==> src/rtl/program_loader.sv <==
// program_loader: receives a length-prefixed byte stream and writes it word by word into program memory.
// Latency: one WRITE cycle per assembled word. DONE is registered on the cycle after the last word, or after the check byte.
// Backpressure: byte_ready_o is low in IDLE, WRITE and DONE. With no byte_valid_i the FSM stalls indefinitely (no timeout).
//
// Ports
//   clk, reset (async active-low)          system clock and reset
//   start_i                                 begins a load from IDLE or DONE
//   byte_data_i / byte_valid_i / byte_ready_o   incoming stream handshake
//   mem_write_o / mem_address_o / mem_data_o    program memory write port
//   cpu_reset_o                             processor reset, active-low, released only in DONE
//   done_o, error_o                         load complete / sticky error (overflow or bad checksum)
// Optional feature: define PROGRAM_LOADER_CHECKSUM_EN to add a trailing XOR check byte (CHECK state).

module program_loader #(
   parameter int MEMORY_DEPTH = 256
) (
   input  logic        clk,
   input  logic        reset,
   input  logic        start_i,
   input  logic [7:0]  byte_data_i,
   input  logic        byte_valid_i,
   output logic        byte_ready_o,
   output logic        mem_write_o,
   output logic [31:0] mem_address_o,
   output logic [31:0] mem_data_o,
   output logic        cpu_reset_o,
   output logic        done_o,
   output logic        error_o
);

   typedef enum logic [2:0] {
      IDLE, LEN_HI, LEN_LO, DATA, WRITE, DONE
`ifdef PROGRAM_LOADER_CHECKSUM_EN
      , CHECK
`endif
   } state_t;

   // State entered once every word of the load has been handled.
`ifdef PROGRAM_LOADER_CHECKSUM_EN
   localparam state_t END_STATE = CHECK;
`else
   localparam state_t END_STATE = DONE;
`endif
   localparam logic END_IS_DONE = (END_STATE == DONE);

   state_t      state;
   logic [15:0] word_count;
   logic [29:0] word_index;
   logic [1:0]  byte_index;
   logic [23:0] shift_word;   // first three bytes of the word in flight

   logic        take;
   logic [31:0] idx_ext;
   logic [31:0] idx_next;
   logic        in_range;
   logic        last_word;

   assign take      = byte_valid_i & byte_ready_o;
   assign idx_ext   = {2'b00, word_index};
   assign idx_next  = idx_ext + 32'd1;
   assign in_range  = idx_ext < 32'(MEMORY_DEPTH);
   assign last_word = idx_next >= {16'd0, word_count};

`ifdef PROGRAM_LOADER_CHECKSUM_EN
   // Running XOR of every byte consumed before the check byte.
   logic [7:0] checksum;

   always_ff @(posedge clk or negedge reset) begin
      if (!reset) begin
         checksum <= 8'd0;
      end else if ((state == IDLE || state == DONE) && start_i) begin
         checksum <= 8'd0;
      end else if (take && (state == LEN_HI || state == LEN_LO || state == DATA)) begin
         checksum <= checksum ^ byte_data_i;
      end
   end
`endif

   always_ff @(posedge clk or negedge reset) begin
      if (!reset) begin
         state         <= IDLE;
         word_count    <= 16'd0;
         word_index    <= 30'd0;
         byte_index    <= 2'd0;
         shift_word    <= 24'd0;
         byte_ready_o  <= 1'b0;
         mem_write_o   <= 1'b0;
         mem_address_o <= 32'd0;
         mem_data_o    <= 32'd0;
         cpu_reset_o   <= 1'b0;
         done_o        <= 1'b0;
         error_o       <= 1'b0;
      end else begin
         mem_write_o <= 1'b0;
         case (state)
            IDLE, DONE: begin
               if (start_i) begin
                  state        <= LEN_HI;
                  byte_ready_o <= 1'b1;
                  done_o       <= 1'b0;
                  error_o      <= 1'b0;
                  cpu_reset_o  <= 1'b0;
                  word_index   <= 30'd0;
                  byte_index   <= 2'd0;
               end
            end
            LEN_HI: begin
               if (take) begin
                  word_count[15:8] <= byte_data_i;
                  state            <= LEN_LO;
               end
            end
            LEN_LO: begin
               if (take) begin
                  word_count[7:0] <= byte_data_i;
                  if ({word_count[15:8], byte_data_i} == 16'd0) begin
                     // Empty program: skip straight past the data phase.
                     state        <= END_STATE;
                     byte_ready_o <= !END_IS_DONE;
                     done_o       <= END_IS_DONE;
                     cpu_reset_o  <= END_IS_DONE;
                  end else begin
                     state <= DATA;
                  end
               end
            end
            DATA: begin
               if (take) begin
                  byte_index <= byte_index + 2'd1;
                  shift_word <= {shift_word[15:0], byte_data_i};
                  if (byte_index == 2'd3) begin
                     // Present the word during WRITE; words past capacity are dropped and flagged.
                     state         <= WRITE;
                     byte_ready_o  <= 1'b0;
                     mem_address_o <= {word_index, 2'b00};
                     mem_data_o    <= {shift_word, byte_data_i};
                     mem_write_o   <= in_range;
                     if (!in_range) begin
                        error_o <= 1'b1;
                     end
                  end
               end
            end
            WRITE: begin
               word_index <= word_index + 30'd1;
               if (last_word) begin
                  state        <= END_STATE;
                  byte_ready_o <= !END_IS_DONE;
                  done_o       <= END_IS_DONE;
                  cpu_reset_o  <= END_IS_DONE;
               end else begin
                  state        <= DATA;
                  byte_ready_o <= 1'b1;
               end
            end
`ifdef PROGRAM_LOADER_CHECKSUM_EN
            CHECK: begin
               if (take) begin
                  if (byte_data_i != checksum) begin
                     error_o <= 1'b1;
                  end
                  state        <= DONE;
                  byte_ready_o <= 1'b0;
                  done_o       <= 1'b1;
                  cpu_reset_o  <= 1'b1;
               end
            end
`endif
            default: begin
               state        <= IDLE;
               byte_ready_o <= 1'b0;
            end
         endcase
      end
   end

endmodule

==> config.mk <==
export PLATFORM = sky130hd
export DESIGN_NAME = program_loader
export DESIGN_NICKNAME = d
export VERILOG_FILES = /design/src/rtl/program_loader.sv
export SDC_FILE = /design/constraint.sdc
export NUM_CORES = 1
export LEC_CHECK = 0
export BUFFER_PORTS_ARGS = -buffer_cell sky130_fd_sc_hd__clkbuf_2
export CORE_UTILIZATION = 35
export CTS_BUF_LIST = sky130_fd_sc_hd__clkbuf_4 sky130_fd_sc_hd__clkbuf_8
export CTS_CLUSTER_SIZE = 14
export DETAILED_ROUTE_END_ITERATION = 8
export GPL_ROUTABILITY_DRIVEN = 0
export PLACE_DENSITY = 0.64
export SKIP_LAST_GASP = 1
export SLEW_MARGIN = 30
export SYNTH_ARGS = -nofsm -noshare
export SYNTH_HDL_FRONTEND = slang
export SYNTH_SLANG_ARGS = --single-unit
==> constraint.sdc <==
create_clock -name clk -period 3.2 [get_ports clk]
set_input_delay 0.64 -clock clk [delete_from_list [all_inputs] [get_ports clk]]
set_output_delay 0.64 -clock clk [all_outputs]
set_load 0.05 [all_outputs]
# ---- After elaboration in Yosys (flattened, before gate mapping)
# Cells that the tools add are included.
# Widths: inputs -> output; s select.
dict set report classes {
  addsub 3
  magnitude_cmp 2
  n_eq_ne 14
  muxes 32
  bitwise 2
  n_reduce_logical 16
}
# op n
set ops {}
lappend ops {{$pmux 30 s2} 1}
lappend ops {{$add 30x1->31 const B} 1}
lappend ops {{$ge 31x16->1} 1}
lappend ops {{$add 30x1->30 const B} 1}
lappend ops {{$lt 30x9->1 const B} 1}
lappend ops {{$mux 30} 1}
lappend ops {{$mux 3} 7}
lappend ops {{$logic_not 16->1} 1}
lappend ops {{$mux 1} 16}
lappend ops {{$ne 2x2->1 const B} 8}
lappend ops {{$pmux 3 s5} 1}
lappend ops {{$reduce_and 5->1} 3}
lappend ops {{$reduce_and 2->1} 4}
lappend ops {{$eq 3x2->1 const B} 2}
lappend ops {{$eq 3x3->1 const B} 2}
lappend ops {{$reduce_and 3->1} 2}
lappend ops {{$reduce_and 6->1} 1}
lappend ops {{$pmux 1 s5} 1}
lappend ops {{$mux 2} 2}
lappend ops {{$pmux 2 s2} 1}
lappend ops {{$reduce_bool 2->1} 2}
lappend ops {{$eq 3x1->1 const B} 1}
lappend ops {{$logic_not 3->1} 1}
lappend ops {{$pmux 1 s3} 1}
lappend ops {{7 further kinds} 7}
dict set report totals {
  register_bits 141
  inputBits 12
  output_inout_bits 69
  word_cells 81
}

# ---- Logic depth before layout (Yosys ltp)
# Gate-level depths: netlist (run 1).
dict set report logic_depth {
  depth_word 5
  mapped_depth 15
  depth_no_buf 13
}

# ---- Worst setup path before layout (run 1)
# No wires, ideal clock.
dict set report synth_path {
  kind {flip-flop to flip-flop}
  from {reg word_index[3]}
  to {reg done_o}
  arrival_time_ps 3028
  path_slack_ps 26
  path_stages_with_launch 16
  cell_sequence {dfrtp_1 -> clkbuf_1 -> and3_1 -> and3_1 -> clkbuf_1 -> and3_1 -> and3_1 -> xor2_1 -> ha_1 -> nand4_1 -> nor2_1 -> o31a_1 -> a2111oi_0 -> o22ai_1 -> nor4_4 -> o221ai_1}
}
dict set report synth_between {
  elab_chain_cells 4
}
# item line
set synth_lines {}
lappend synth_lines {{start, declared} 48} ;# logic [29:0] word_index;
lappend synth_lines {{start signal, assigned} 145} ;# word_index <= word_index + 30'd1;
lappend synth_lines {{$add 30x1->31} 60} ;# assign idx_next = idx_ext + 32'd1;
lappend synth_lines {{$ge 31x16->1} 62} ;# assign last_word = idx_next >= {16'd0, word_count};
lappend synth_lines {{$ne 2x2->1 (no source line)} -}
lappend synth_lines {{$reduce_and 5->1 (no source line)} -}
lappend synth_lines {{end signal, assigned} 91} ;# done_o <= 1'b0;
lappend synth_lines {{end signal, assigned} 100} ;# done_o <= 1'b0;
lappend synth_lines {{end signal, assigned} 120} ;# done_o <= END_IS_DONE;
lappend synth_lines {{end, declared} 27} ;# output logic done_o,
# Every way passes these cells.
# A chain may end at the register's enable or synchronous reset.

# ---- Worst setup path in the final report (run 1)
dict set report layout_path {
  from {reg word_index[1]}
  to {reg done_o}
}
# Same word-level chain as after synthesis.

==> results.yml, run 1 <==
status:
  status: "complete, no violations"
critical_path:
  cp.required_ns: 3.52
  arrival_ns: 3.40
  reg2reg_depth: 14
  reg2reg_to: "done_o$_DFFE_PN0P_"
  worst_setup_path_end_kind: "flop"
  crit_end: "done_o$_DFFE_PN0P_"
  r2r_start: "word_index[1]$_DFFE_PN0P_"
  startpoint_type: "flop"
  cp_max_fo: 4
  rrSetupSlack_ns: 0.12
  crit_type: "flop to flop"
  setup.worst_path.start: "word_index[1]$_DFFE_PN0P_"
die:
  io_pins: 81
  start_util: 0.358
  die_area_sq_um: 19800
  die-height_um: 141
  die_w_um: 141
  row_count: 50
  core-area_sq_um: 18800
cells_and_area:
  area_delta_synth_final_pct: 20.1
  final_common_cell: "dfrtp_1"
  n_antenna_cell: 0
  layout-drive-gt1-share: 0.390
  most-common-layout-cells: "dfrtp_1, mux2_2, clkbuf_2"
  utilization: 0.430
  final_nets: 722
logic_synthesis:
  syn-cell-area_sq_um: 6750
  async_reset_ff_frac: 1.00
  ys_ff_latch: 141
  ys.flop_type: "dfrtp_1"
  synthTopCellsByArea: "dfrtp_1, mux2_2, ha_1"
  synth_edf_count: 0
  synth_cells: 596
  synth_area_per_cell_sq_um: 11.3
  seq_area_frac_synth: 0.523
  yosysWarnings: 0
  ys_types: 56
  netlist.area_leader.share: 0.523
  synth_area_leader_cell: "dfrtp_1"
global_routing:
  grt_max_degree: 79
  use_met3: 0.0323
  grt_pass1_vias: 4758
  grt_util_all_layers: 0.162
  met2_usage: 0.258
  grt_use_met1: 0.215
  grt_overflow_total: 0
  antenna_found_initial: 0
  grt_pass1_wl_mm: 25.0
  grt_busiest_layer: "met2"
route:
  first_pass_iters: 4
  vias: 4838
  drt_iter0_markers: 326
  drtAntennaViolNets: 0
  routedWlPerCell_um: 15.7
  viasPerCell: 5.01
  remaining_drc_errors: 0
  wirelength_mm: 15.2
timing:
  max_freq_mhz: 325
  slew-limit-headroom: 0.515
  finClkSkew_ns: 0.0103
  tns_ns: 0
  setup_viol: 0
  holdWs_ns: 0.203
  worst_pin_slew_ns: 0.727
  report.final.hold_viol_count: 0
  finalMaxSlewViolations: 0
  layout_min_cycle_time_ns: 3.08
  fin_ws_ns: 0.121
  fin_crit_sh: 0.962
clock_tree:
  cts_buffer_depth: 2
  clk_pin_slew_worst_paths_ns: 0.09
  postCtsHoldBufs: 0
  cts_buffers: 17
  cts_max_level: 4
  cts_tree: "yes"
  cts-root-buf: "clkbuf_8"
  numClockSinks: 141
  clock_latency_ns: 0.47
power:
  clockPowerShare: 0.245
  seq_power_share: 0.441
  cellPowerDensity_nw_per_um2: 698
  leakage_nw: 3.95
  p_comb_frac: 0.313
  p_switching_mw: 2.20
  power_mw: 5.65
  p_int_mw: 3.45
  peakVddDrop_v: 0.000324
  switching_share: 0.389
job:
  cap_viol_max_count: 0
placement:
  dp_hpwl_mm: 10.5
  io_buffers: 78
  dp_slack_ns: -0.0205
worst_hold_path:
  hp-class: "primary input to async pin"
[stage by stage]
stage / instance area [sq um] / cells
2_1_floorplan: 6750 / 597
3_3_place_gp: 7600 / 930
3_5_place_dp: 7600 / 930
4_1_cts: 7980 / 962
5_1_grt: 8100 / 965
6_report: 8100 / 965
[layer usage]
layer | wire length [um] | vias to the layer above | part of all wire
met4 | 239 | 0 | 0.016
met5 | 0 | - | 0
met3 | 463 | 20 | 0.031
met2 | 7250 | 86 | 0.48
li1 | - | 2339 | -
met1 | 7200 | 2393 | 0.47
[power groups by stage]
stage	logic (mW)	clock network [mW]	registers [mW]
3_5_place_dp	1.77	0	2.53
2_1_floorplan	0.904	0	2.90
3_3_place_gp	1.73	0	2.52
5_1_grt	1.94	1.50	2.56
6_report	1.77	1.39	2.50
4_1_cts	1.77	1.43	2.50
[timing repair]
action / in CTS / in global routing
endpoints found under the setup margin: 4 / 4
setup buffers: 0 / 3
pin swaps: 0 / 5
resized for setup: 2 / 17
[state kept, by name (all words and copies together) (netlist names)]
name	flops
byte_index	2
mem_address_o	30
word_count	16
state	3
shift_word	24
mem_write_o	1
byte_ready_o	1
mem_data_o	32
word_index	30
error_o	1
done_o	1
[critical path: stages, from the launching register on]
cell and delay (ns):
dfrtp_1 0.41, and3_1 0.22, and3_4 0.20, and3_1 0.21
buf_4 0.15, xor2_2 0.15, ha_1 0.28, nand4_1 0.13
buf_4 0.12, a21oi_1 0.04, a2111oi_2 0.28, buf_4 0.17
o22ai_2 0.09, nor4_4 0.34, o221ai_1 0.15
[worst min-delay path by stage]
stage	start	endpoint	slack, ns	depth (start not counted)
4_1_cts	reset	mem_data_o[5]$_DFFE_PN0P_	0.22	1
5_1_grt	reset	mem_data_o[5]$_DFFE_PN0P_	0.27	1
3_5_place_dp	error_o$_DFFE_PN0P_	error_o$_DFFE_PN0P_	0.48	1
2_1_floorplan	reset	byte_index[0]$_DFFE_PN0P_	0.34	0
6_report	reset	mem_data_o[5]$_DFFE_PN0P_	0.20	1
3_3_place_gp	shift_word[16]$_DFFE_PN0P_	mem_data_o[24]$_DFFE_PN0P_	0.49	1
[cells in the mapped netlist, types with 4 or more instances]
master    number
a31oi_1        4
a21o_1         4
ha_1          18
xor2_1         7
nor4_1        10
a21oi_1       21
nand2_1       36
nor3_1         6
and3_1        11
dfrtp_1      141
buf_2          5
inv_1         19
nand3_1       18
mux2_2        95
clkbuf_1      33
nand4_1       14
nand2b_1       4
xnor2_1       10
o21ai_0       42
nor2_1        29
o31ai_1       10
a22o_1         9
[cell type report]
type | count | area, sq um
clock buffers | 17 | 234
clock inverters | 15 | 141
fillers | 1785 | 10700
inverters | 19 | 71.3
multi-input cells | 394 | 3090
flip-flops and latches | 141 | 3530
well taps | 260 | 325
repair buffers | 119 | 717
[kinds of logic after synthesis]
kind of cell | synth area share
other | 0.000556
multiplexers | 0.162
buffers and inverters | 0.0373
adder cells (fa/ha/maj) | 0.0349
XOR/XNOR | 0.0221
AO/OA/AOI/OAI | 0.102
AND/OR/NAND/NOR | 0.119
flip-flops | 0.523
Power figures use the tool's default switching activity.
==> run 2: changes to the inputs <==
==> constraint.sdc (replaced) <==
create_clock -name clk -period 3.2 [get_ports clk]
set_input_delay 0 -clock clk [delete_from_list [all_inputs] [get_ports clk]]
set_output_delay 0 -clock clk [all_outputs]
set_load 0.05 [all_outputs]
==> run 2 against run 1 <==
  * Combinational power is essentially flat
  * Wire length is essentially flat
  * Clock skew grew 0.0045 ns
  * Register-to-register slack gained 0.04 ns
  * Utilization grew 1.1 points
==> results.yml, run 2 (synthesis gave the netlist of run 1 again) <==
status:
  status: "complete, no violations"
timing:
  fin_crit_sh: 0.951
  max_freq_mhz: 329
  worst_pin_slew_ns: 0.777
  rsz0062_at_grt: "yes"
  fin_ws_ns: 0.156
  slew-limit-headroom: 0.482
  setup_viol: 0
  tns_ns: 0
  report.final.hold_viol_count: 0
  layout_min_cycle_time_ns: 3.04
  finalMaxSlewViolations: 0
  holdWs_ns: 0.159
  finClkSkew_ns: 0.0148
critical_path:
  arrival_ns: 3.36
  cp_max_fo: 5
  startpoint_type: "flop"
  cp.required_ns: 3.52
  worst_setup_path_end_kind: "flop"
  reg2reg_depth: 14
  crit_type: "flop to flop"
die:
  die_w_um: 141
  io_pins: 81
  die_area_sq_um: 19800
  die-height_um: 141
  start_util: 0.358
  core-area_sq_um: 18800
  row_count: 50
global_routing:
  grt_pass1_wl_mm: 24.9
  antenna_found_initial: 0
  grt_pass1_vias: 4874
  grt_util_all_layers: 0.162
  grt_max_degree: 86
  grt_overflow_total: 0
worst_hold_path:
  hp-class: "primary input to async pin"
placement:
  dp_slack_ns: -0.0926
  placedCellCount: 930
  dp_hpwl_mm: 10.3
  io_buffers: 78
  placed_cell_area_sq_um: 7600
route:
  wirelength_mm: 15.2
  remaining_drc_errors: 0
  vias: 4967
  viasPerCell: 5.09
  drt_iter0_markers: 301
  drtAntennaViolNets: 0
  routedWlPerCell_um: 15.5
  first_pass_iters: 5
power:
  peakVddDrop_v: 0.000388
  power_mw: 5.72
  clockPowerShare: 0.251
  switching_share: 0.372
  leakage_nw: 4.01
  p_int_mw: 3.59
  p_comb_frac: 0.314
  seq_power_share: 0.436
  p_switching_mw: 2.13
  cellPowerDensity_nw_per_um2: 689
cells_and_area:
  fillCellCount: 1751
  utilization: 0.441
  fin_area_sq_um: 8300
  most-common-layout-cells: "dfrtp_1, mux2_2, clkbuf_2"
  largest_reg_flops: 32
  layout-drive-gt1-share: 0.398
  regMostFlops: "mem_data_o"
  n_antenna_cell: 0
  final_nets: 733
  area_delta_synth_final_pct: 23.1
  layout.cells.non_filler: 976
  final_common_cell: "dfrtp_1"
  reg.largest.list: "mem_data_o x32, mem_address_o x30, word_index x30"
clock_tree:
  clk_pin_slew_worst_paths_ns: 0.08
  cts_buffer_depth: 2
  cts-root-buf: "clkbuf_8"
  cts_max_level: 4
  cts_buffers: 17
  cts_tree: "yes"
  clock_latency_ns: 0.46
  numClockSinks: 141
job:
  cap_viol_max_count: 0
run 2: metal layers:
layer | GRT usage | up-vias | part of all wire
li1 | - | 2361 | -
met2 | 0.259 | 113 | 0.47
met3 | 0.0397 | 17 | 0.035
met4 | 0.0561 | 0 | 0.014
met1 | 0.214 | 2476 | 0.48
met5 | 0 | - | 0
run 2: power groups by stage:
stage | registers (mW) | clock network [mW] | logic [mW]
after floorplan | 2.90 | 0 | 0.904
after global placement | 2.52 | 0 | 1.73
after detailed placement | 2.52 | 0 | 1.76
after CTS | 2.49 | 1.49 | 1.78
after global routing | 2.56 | 1.55 | 1.97
final | 2.49 | 1.43 | 1.79
run 2: layout make-up:
type,instances,area (sq um),share of cell area
multi-input combinational,394,3160,0.380
clock inverter,15,164,0.0197
inverter,19,71.3,0.00859
clock buffer,17,234,0.0282
timing repair buffer,130,825,0.0993
sequential,141,3530,0.425
tap,260,325,0.0392
run 2: worst max-delay path, stage by stage (launching register included):
cell	delay (ns)
dfrtp_1	0.39
and3_4	0.19
and3_4	0.17
and3_4	0.19
and3_4	0.16
xor2_2	0.18
ha_1	0.31
nand4_1	0.12
buf_4	0.14
a21oi_4	0.04
a2111oi_4	0.28
buf_4	0.18
o22ai_4	0.07
nor4_4	0.34
o221ai_1	0.15
run 2: timing repair:
item                                   CTS  global route
setup endpoints to repair                4             4
resized for setup                        2            29
gates cloned                             0             0
pin swaps                                0            16
hold buffers                            10             0
endpoints found under the hold margin  117             0
setup buffers                            0             4
run 2: path summary, 6_finish.rpt:
check,from,endpoint,slack [ns]
max in group asynchronous,reset,mem_address_o[28]$_DFFE_PN0P_,2.23
setup reg to reg,word_index[3]$_DFFE_PN0P_,done_o$_DFFE_PN0P_,0.16
hold / removal,reset,mem_data_o[23]$_DFFE_PN0P_,0.16
min in group clk,byte_valid_i,word_count[11]$_DFFE_PN0P_,0.16
hold reg to reg,shift_word[22]$_DFFE_PN0P_,mem_data_o[30]$_DFFE_PN0P_,0.50
setup / recovery,word_index[3]$_DFFE_PN0P_,done_o$_DFFE_PN0P_,0.16
